File: src/rtl/interrupt_sequencer_pkg.sv
// Shared encodings for the 6502 interrupt sequencer: states, source codes, vectors, P masks.
// INTERRUPT_SEQUENCER_BRK_EN selects whether a BRK source sets the B bit in the pushed status.
package interrupt_sequencer_pkg;

    typedef enum logic [2:0] {
        ST_RST,
        ST_IDLE,
        ST_PUSH_PCH,
        ST_PUSH_PCL,
        ST_PUSH_P,
        ST_VEC_LO,
        ST_VEC_HI,
        ST_LOAD_PC
    } state_t;

    localparam logic [1:0] INT_SRC_RES = 2'b00;
    localparam logic [1:0] INT_SRC_NMI = 2'b01;
    localparam logic [1:0] INT_SRC_IRQ = 2'b10;
    localparam logic [1:0] INT_SRC_BRK = 2'b11;

    localparam logic [15:0] DEF_NMI_VEC = 16'hFFFA;
    localparam logic [15:0] DEF_RES_VEC = 16'hFFFC;
    localparam logic [15:0] DEF_IRQ_VEC = 16'hFFFE;

    localparam logic [7:0] P_B_MASK = 8'h10;
    localparam logic [7:0] P_U_MASK = 8'h20;

    // Status byte as pushed: unused bit always 1, B bit only for a BRK entry.
    function automatic logic [7:0] push_status(input logic [7:0] p, input logic [1:0] src);
        logic [7:0] r;
        r = p | P_U_MASK;
`ifdef INTERRUPT_SEQUENCER_BRK_EN
        if (src == INT_SRC_BRK) begin
            r = r | P_B_MASK;
        end
`else
        if (src == INT_SRC_BRK) begin
            r = r | P_B_MASK;
        end
        r = r & ~P_B_MASK;
`endif
        return r;
    endfunction

endpackage

File: src/rtl/interrupt_sequencer_nmi_edge_detect.sv
// NMI falling-edge detector: remembers the previous pin value and holds a pending flag
// until the sequencer consumes it at the vector latch.
module nmi_edge_detect (
    input  logic clk,
    input  logic res,
    input  logic nmi,
    input  logic clr,
    output logic nmi_pending
);

    logic prev_q, prev_d;
    logic pending_q, pending_d;

    // A new edge in the same cycle as the clear wins, so it is never lost.
    always_comb begin
        prev_d    = nmi;
        pending_d = (prev_q & ~nmi) | (pending_q & ~clr);
    end

    always_ff @(posedge clk) begin
        prev_q <= prev_d;
        if (!res) begin
            pending_q <= 1'b0;
        end else begin
            pending_q <= pending_d;
        end
    end

    assign nmi_pending = pending_q;

endmodule

File: src/rtl/interrupt_sequencer.sv
// 6502 reset/NMI/IRQ/BRK entry sequencer: three stack pushes, two vector reads, PC load.
// Define INTERRUPT_SEQUENCER_BRK_EN to honour the decoder's brk pulse.
module interrupt_sequencer
    import interrupt_sequencer_pkg::*;
#(
    parameter logic [7:0]  STACK_PAGE = 8'h01,
    parameter logic [15:0] NMI_VEC    = DEF_NMI_VEC,
    parameter logic [15:0] RES_VEC    = DEF_RES_VEC,
    parameter logic [15:0] IRQ_VEC    = DEF_IRQ_VEC
) (
    input  logic        clk,
    input  logic        res,
    input  logic        rdy,
    input  logic        irq,
    input  logic        nmi,
    input  logic        i_flag,
    input  logic        instr_boundary,
    input  logic        brk,
    input  logic [15:0] pc_in,
    input  logic [7:0]  p_in,
    input  logic [7:0]  sp_in,
    input  logic [7:0]  data_in,
    output logic        busy,
    output logic [15:0] addr,
    output logic [7:0]  data_out,
    output logic        rw,
    output logic        sp_dec,
    output logic        pc_load,
    output logic [15:0] pc_value,
    output logic        set_i,
    output logic        int_ack,
    output logic [1:0]  int_src
);

    state_t      state_q, state_d;
    logic [1:0]  src_q, src_d;
    logic [15:0] vec_q, vec_d;
    logic [7:0]  lo_q, lo_d;
    logic [7:0]  hi_q, hi_d;
    logic        nmi_pending;
    logic        nmi_clr;
    logic        brk_take;

`ifdef INTERRUPT_SEQUENCER_BRK_EN
    assign brk_take = brk;
`else
    logic unused_brk;
    assign unused_brk = brk;
    assign brk_take   = 1'b0;
`endif

    // Pending NMI is consumed only when it actually redirects the vector.
    assign nmi_clr = (state_q == ST_PUSH_P) && rdy && (src_q != INT_SRC_RES) && nmi_pending;

    nmi_edge_detect u_nmi_edge_detect (
        .clk         (clk),
        .res         (res),
        .nmi         (nmi),
        .clr         (nmi_clr),
        .nmi_pending (nmi_pending)
    );

    always_comb begin
        state_d = state_q;
        src_d   = src_q;
        vec_d   = vec_q;
        lo_d    = lo_q;
        hi_d    = hi_q;
        if (rdy) begin
            case (state_q)
                ST_RST: begin
                    state_d = ST_PUSH_PCH;
                    src_d   = INT_SRC_RES;
                end
                ST_IDLE: begin
                    if (instr_boundary && nmi_pending) begin
                        state_d = ST_PUSH_PCH;
                        src_d   = INT_SRC_NMI;
                    end else if (instr_boundary && !irq && !i_flag) begin
                        state_d = ST_PUSH_PCH;
                        src_d   = INT_SRC_IRQ;
                    end else if (brk_take) begin
                        state_d = ST_PUSH_PCH;
                        src_d   = INT_SRC_BRK;
                    end
                end
                ST_PUSH_PCH: state_d = ST_PUSH_PCL;
                ST_PUSH_PCL: state_d = ST_PUSH_P;
                ST_PUSH_P: begin
                    state_d = ST_VEC_LO;
                    if (src_q == INT_SRC_RES) begin
                        vec_d = RES_VEC;
                    end else if (nmi_pending) begin
                        // A late NMI hijacks an IRQ/BRK entry that has already pushed its frame.
                        vec_d = NMI_VEC;
                        src_d = INT_SRC_NMI;
                    end else begin
                        vec_d = IRQ_VEC;
                    end
                end
                ST_VEC_LO: begin
                    state_d = ST_VEC_HI;
                    lo_d    = data_in;
                end
                ST_VEC_HI: begin
                    state_d = ST_LOAD_PC;
                    hi_d    = data_in;
                end
                ST_LOAD_PC: state_d = ST_IDLE;
                default:    state_d = ST_RST;
            endcase
        end
    end

    always_ff @(posedge clk) begin
        lo_q <= lo_d;
        hi_q <= hi_d;
        if (!res) begin
            state_q <= ST_RST;
            src_q   <= INT_SRC_RES;
            vec_q   <= 16'h0000;
        end else begin
            state_q <= state_d;
            src_q   <= src_d;
            vec_q   <= vec_d;
        end
    end

    // Moore outputs; the strobes are gated by rdy so a frozen cycle never commits twice.
    always_comb begin
        busy     = 1'b1;
        addr     = 16'h0000;
        data_out = 8'h00;
        rw       = 1'b1;
        sp_dec   = 1'b0;
        pc_load  = 1'b0;
        pc_value = 16'h0000;
        set_i    = 1'b0;
        int_ack  = 1'b0;
        int_src  = 2'b00;
        case (state_q)
            ST_IDLE: busy = 1'b0;
            ST_PUSH_PCH, ST_PUSH_PCL, ST_PUSH_P: begin
                addr   = {STACK_PAGE, sp_in};
                rw     = (src_q == INT_SRC_RES);
                sp_dec = rdy;
                if (state_q == ST_PUSH_PCH) begin
                    data_out = pc_in[15:8];
                end else if (state_q == ST_PUSH_PCL) begin
                    data_out = pc_in[7:0];
                end else begin
                    data_out = push_status(p_in, src_q);
                end
            end
            ST_VEC_LO: addr = vec_q;
            ST_VEC_HI: addr = vec_q + 16'd1;
            ST_LOAD_PC: begin
                pc_load  = rdy;
                pc_value = {hi_q, lo_q};
                set_i    = 1'b1;
                int_ack  = rdy;
                int_src  = src_q;
            end
            default: ;
        endcase
    end

endmodule

File: config.mk
export PLATFORM = sky130hd
export DESIGN_NAME = interrupt_sequencer
export DESIGN_NICKNAME = d
export VERILOG_FILES = /design/src/rtl/interrupt_sequencer_pkg.sv /design/src/rtl/interrupt_sequencer_nmi_edge_detect.sv /design/src/rtl/interrupt_sequencer.sv
export SDC_FILE = /design/constraint.sdc
export NUM_CORES = 1
export LEC_CHECK = 0
export ABC_AREA = 1
export CORE_MARGIN = 2
export CORE_UTILIZATION = 32
export CTS_CLUSTER_SIZE = 16
export DETAILED_ROUTE_END_ITERATION = 6
export GPL_TIMING_DRIVEN = 0
export MAX_ROUTING_LAYER = met4
export PLACE_DENSITY = 0.73
export SKIP_CTS_REPAIR_TIMING = 1
export SYNTH_ARGS = -nofsm -noshare
export SYNTH_HDL_FRONTEND = slang
export SYNTH_SLANG_ARGS = --single-unit
File: constraint.sdc
create_clock -name clk -period 1.5 [get_ports clk]
set_input_delay 0.15 -clock clk [delete_from_list [all_inputs] [get_ports clk]]
set_output_delay 0.15 -clock clk [all_outputs]
set_load 0.01 [all_outputs]
Yosys cells after proc, flatten, opt, wreduce, memory -nomap -nowiden
Cells that the tools add are included.

storage, ports and cells
  register bits after elaboration = 39
  input bits = 48

operators by class
  equal/unequal tests = 10
  mux-type cells = 21
  bitwise logic cells = 5
  reduce and logical (&&, ||, !) cells = 18
  add/sub/neg operators = 1

operators by type and width
  kind                                                                     count
  16-bit case mux with 3 select lines                                      1
  8-bit two-way mux                                                        3
  3-bit case mux with 8 select lines                                       1
  16-bit by 1-bit adder with 16-bit output, second input constant          1
  16-bit two-way mux                                                       1
  3-bit equality test, second input constant                               4
  3-bit two-way mux                                                        4
  2-bit two-way mux                                                        5
  2-bit AND reduction                                                      4
  3-bit by 2-bit equality test with 1-bit output, second input constant    2
  1-bit logical AND                                                        6
  2-bit case mux with 3 select lines                                       1
  1-bit two-way mux                                                        5
  5-bit AND reduction                                                      1
  3-bit by 1-bit equality test with 1-bit output, second input constant    1
  3-bit zero test                                                          1
  3-bit inequality test, second input constant                             1
  3-bit nonzero test                                                       1
  3-bit OR reduction                                                       1
  1-bit AND                                                                2
  1-bit zero test                                                          2
  2-bit zero test                                                          1
  2-bit by 1-bit inequality test with 1-bit output, second input constant  1
  2-bit inequality test, second input constant                             1
  other kinds (3)                                                          4

Depth between registers and ports, before layout
  depth in word-level cells = 7
  gate-level depth with buffers = 8
  mapped depth without buffers = 8

Hierarchy
From an unflattened synthesis, not the netlist that was laid out.

unflattened totals
  cells, all modules = 202
  area total of the unflattened synthesis = 1,478.9 sq um

modules (own cells, without submodules)
  module               area each (sq um)  instances  seq. area each (sq um)  cells each
  interrupt_sequencer  1,411.4            1          640.6                   194
  nmi_edge_detect      67.6               1          40.0                    8

Least setup slack after synthesis
OpenSTA, ideal clock, no wires.

  path type = register to register
  from = reg state_q[2]
  to = reg lo_q[0] (enable)
  data arrival time = 1.210 ns
  required time = 1.117 ns
  path slack = -0.093 ns
  library setup time = 0.383 ns
  cell stages (with the launch flop) = 3
  clock period less this slack = 1.593 ns
  path buffers = 0
  cells stage by stage = dfxtp_1 -> inv_2 -> nor3_1

between the ends
  cells in the longest elaborated chain, start to end = 2

RTL lines
  element                        line                        RTL
  from (decl)                    interrupt_sequencer.sv:35   state_t state_q, state_d;
  from (signal assigned)         interrupt_sequencer.sv:123  state_q <= state_d;
  3-bit equality test            interrupt_sequencer.sv:70   case (state_q)
  2-bit AND reduction (no line)  n/a
  to (signal assigned)           interrupt_sequencer.sv:116  lo_q <= lo_d;
  to (decl)                      interrupt_sequencer.sv:38   logic [7:0] lo_q, lo_d;

No other way between the ends.
A chain may end at the register's enable or synchronous reset.

Worst setup path after layout
  from = reg state_q[1]
  to = out data_out[2]

between the ends
  cells in the longest elaborated chain, start to end = 4

RTL lines
  element                                         line                                                    RTL
  3-bit by 2-bit equality test with 1-bit output  interrupt_sequencer.sv:141, interrupt_sequencer.sv:149
  8-bit two-way mux                               interrupt_sequencer.sv:149                              end else if (state_q == ST_PUSH_PCL) begin
  8-bit two-way mux                               interrupt_sequencer.sv:147                              if (state_q == ST_PUSH_PCH) begin
  8-bit two-way mux *                             interrupt_sequencer.sv:141                              case (state_q)
  to (decl)                                       interrupt_sequencer.sv:25                               output logic [7:0] data_out,

Every way passes the cells marked *; elsewhere a longest branch is shown, timed or not.

==> load_flow_metrics.sql <==
INSERT INTO impl_metrics (metric_group, metric, value, unit) VALUES
('yosys', 'synth_area_leaders', 'sky130_fd_sc_hd__edfxtp_1 (32%), sky130_fd_sc_hd__dfxtp_1 (13%), sky130_fd_sc_hd__nand2_1 (12%)', ''),
('yosys', 'synth.cells.most_frequent', 'sky130_fd_sc_hd__nand2_1 (46), sky130_fd_sc_hd__inv_1 (36), sky130_fd_sc_hd__nor2_1 (33)', ''),
('global_route', 'largest_net_degree_at_the_start_of_global_routing', '15', ''),
('sta', 'timing.final.setup_violations', '31', ''),
('cts', 'clockRootBuffer', 'sky130_fd_sc_hd__clkbuf_8', ''),
('sta', 'grt_setup_unrepaired', 'true', ''),
('place', 'finalWeightedCongestion', '0.828', ''),
('routing', 'drt-total-wl', '5060', 'µm'),
('sta', 'slew-limit-headroom', '77.6', '%'),
('job', 'drv_cap', '0', ''),
('global_route', 'antenna_found_initial', '0', ''),
('pwr', 'peakVddDrop', '0.486', 'mV'),
('worst_hold_path', 'timing.hold.worst.start', 'rdy', ''),
('cells_and_area', 'finalNetCount', '366', ''),
('setup_path', 'worstPathMaxFanout', '7', ''),
('floorplanning', 'start_util', '33.8', '%'),
('floorplanning', 'core-area', '4440', 'µm²'),
('place', 'post-dp-hpwl', '3440', 'µm'),
('floorplanning', 'number_of_rows_in_the_core_area', '24', ''),
('routing', 'detail-route-antenna-nets', '0', ''),
('sta', 'finalCriticalPeriod', '1.73', 'ns'),
('floorplanning', 'dieHeight', '72.5', 'µm'),
('global_route', 'wire_length_of_the_first_global_routing_pass', '6370', 'µm'),
('yosys', 'synth_ff_type', 'sky130_fd_sc_hd__edfxtp_1', ''),
('setup_path', 'r2r-start', 'state_q[1]$_SDFFE_PN0P_', ''),
('outcome', 'run_status', 'complete, but fails checks', ''),
('cells_and_area', 'drive_gt1_share', '39.4', '%'),
('yosys', 'number_of_register_bits_inferred_by_synthesis', '26', ''),
('yosys', 'syn-mean-instance-area', '7.62', 'µm²'),
('yosys', 'syn_inst', '197', ''),
('pwr', 'power', '1680', 'µW'),
('yosys', 'synth_most_common_cell', 'sky130_fd_sc_hd__nand2_1', ''),
('routing', 'route.vias.total', '1704', ''),
('setup_path', 'timing.critical_path.from_type', 'flip-flop', ''),
('yosys', 'yosys_warnings', '0', ''),
('routing', 'detail_route.drc_violations', '0', ''),
('setup_path', 'slack_of_the_worst_reg_to_reg_path', '0.05', 'ns'),
('cts', 'clock-sinks', '26', ''),
('cells_and_area', 'area_overhead_of_the_layout_relative_to_synthesis', '88.8', '%'),
('cts', 'tritoncts_clock_tree', 'done', ''),
('yosys', 'synth_cell_types', '28', ''),
('place', 'placement.io_buffers', '92', ''),
('setup_path', 'worstSetupPathType', 'flip-flop to output port', ''),
('yosys', 'yosysSeqAreaShare', '45.4', '%'),
('sta', 'fin_worst_skew', '0.00640', 'ns'),
('setup_path', 'timing.critical_path.cells', 'buf_6 -> nor2_4 -> inv_2 -> nand2_4 -> nand2_4 -> inv_8 -> buf_8 -> o211ai_1 -> inv_1 -> buf_6', ''),
('cts', 'clk_transition_reported_paths', '0.08', 'ns'),
('yosys', 'async_flop_share', '0', '%'),
('sta', 'timing_worst_slew_pin_value', '0.336', 'ns'),
('setup_path', 'start_point_of_the_critical_path', 'state_q[1]$_SDFFE_PN0P_', ''),
('cts', 'worst_skew_pair.late_latency', '0.27', 'ns'),
('routing', 'drt-vias-per-instance', '4.62', ''),
('yosys', 'yosysTopAreaCellShare', '32.0', '%'),
('sta', 'layout_worst_path_cycle_share', '116', '%'),
('cts', 'cts_max_path_buffers', '2', ''),
('yosys', 'mappedNetlistArea', '1500', 'µm²'),
('global_route', 'grt-ovfl-total', '0', ''),
('cells_and_area', 'antenna_cells_inserted', '0', ''),
('floorplanning', 'total_die_area', '5250', 'µm²'),
('sta', 'fmax', '0.577', 'GHz'),
('sta', 'finalWorstSetupSlack', '-0.233', 'ns'),
('yosys', 'synth_enable_flop_cells', '16', ''),
('cts', 'number_of_buffers_added_by_the_clock_tree_synthesis_step', '3', ''),
('outcome', 'violations_in_the_final_reports', 'negative setup slack', ''),
('place', 'dp_worst_setup_slack', '-0.603', 'ns'),
('cts', 'ctsHtreeMaxLevel', '1', ''),
('global_route', 'track_usage', '15.8', '%'),
('global_route', 'grt_pass1_vias', '1426', ''),
('routing', 'wl_per_cell', '13.7', 'µm'),
('floorplanning', 'dieWidth', '72.5', 'µm'),
('setup_path', 'critical_path_required', '1.35', 'ns');
-- per-stage QoR --
| step | hold WS [ns] | std cells | setup TNS (ns) | cell area [µm²] | util [%] |
|---|---|---|---|---|---|
| 3_5_place_dp | 0.464 | 341 | -22.62 | 2490 | 56.1 |
| 4_1_cts | 0.366 | 345 | -32.76 | 2550 | 57.3 |
| 6_report | 0.345 | 369 | -4.65 | 2830 | 63.7 |
| 3_3_place_gp | 0.457 | 341 | -21.87 | 2490 | 56.1 |
| 5_1_grt | 0.352 | 369 | -7.84 | 2830 | 63.7 |
| 2_1_floorplan | 0.178 | 197 | 0 | 1510 | - |
-- logic make-up (layout without fill, tap and decap cells) --
family	after synthesis	count (layout)	share of synthesized area [%]
flops	26	26	45.4
simple gates	98	98	28.1
buf+inv	51	171	16.7
compound gates	22	22	9.84
-- metal layers --
| layer | up-vias | GRT usage, % | share of wire, % |
|---|---|---|---|
| met5 | - | - | 0 |
| met4 | 0 | 3.09 | 2.2 |
| met3 | 14 | 3.75 | 4.6 |
| met2 | 59 | 28.0 | 54 |
| met1 | 781 | 18.1 | 40 |
| li1 | 850 | - | - |
-- worst paths after layout --
check,to,cells past startpoint
hold / removal,state_q[0]$_SDFFE_PN0P_,3
setup / recovery,data_out[2],10
setup reg to reg,state_q[1]$_SDFFE_PN0P_,8
hold reg to reg,u_nmi_edge_detect.nmi_pending$_SDFF_PN0_,2
-- flip-flops by register name (all words and copies together), names as in the netlist --
register	flops
state_q	3
hi_q	8
u_nmi_edge_detect.nmi_pending	1
src_q	2
vec_q	3
u_nmi_edge_detect.prev_q	1
lo_q	8
-- critical path, delay by kind of cell (launching register included) --
| family | cells | cell delay (ns) |
|---|---|---|
| flops | 1 | 0.37 |
| compound gates | 1 | 0.08 |
| buf+inv | 6 | 0.56 |
| simple gates | 3 | 0.31 |
-- power by group --
part	internal [µW]	switching, µW
Combinational	256	210
Sequential	767	12.9
Clock	234	205
Total	1260	427
-- final cells by class --
cell class | count | area [µm²]
Buffer | 11 | 101
Clock buffer | 4 | 55.1
Fill cell | 386 | 1610
Inverter | 40 | 165
Multi-Input combinational cell | 120 | 707
Sequential cell | 26 | 692
Tap cell | 52 | 65.1
Timing Repair Buffer | 116 | 1050
-- layout by cell type, fill, tap and decap left out, types with 2 or more instances in the layout --
cell                              netlist  routed
sky130_fd_sc_hd__inv_1                 36      31
sky130_fd_sc_hd__a21oi_1                7       7
sky130_fd_sc_hd__nand3_1                9       9
sky130_fd_sc_hd__dfxtp_4                0       3
sky130_fd_sc_hd__dfxtp_1               10       7
sky130_fd_sc_hd__o21ai_0                3       3
sky130_fd_sc_hd__nand3_2                2       2
sky130_fd_sc_hd__clkbuf_2               0      10
sky130_fd_sc_hd__nand2_2                1       7
sky130_fd_sc_hd__edfxtp_1              16      16
sky130_fd_sc_hd__clkdlybuf4s50_1        0      43
sky130_fd_sc_hd__nand2_4                1       5
sky130_fd_sc_hd__buf_2                  1      20
sky130_fd_sc_hd__nand2_1               46      36
sky130_fd_sc_hd__clkbuf_8               0       4
sky130_fd_sc_hd__buf_6                  2      22
sky130_fd_sc_hd__buf_4                  7      21
sky130_fd_sc_hd__nor2_4                 1       9
sky130_fd_sc_hd__nor2_1                33      22
sky130_fd_sc_hd__buf_8                  1       2
sky130_fd_sc_hd__nor2_2                 2       5
sky130_fd_sc_hd__dlymetal6s2s_1         0       7
sky130_fd_sc_hd__a22o_1                 3       3
sky130_fd_sc_hd__o211ai_1               5       5
sky130_fd_sc_hd__inv_2                  3       5
sky130_fd_sc_hd__inv_4                  0       3
(Power assumes the default switching activity.)
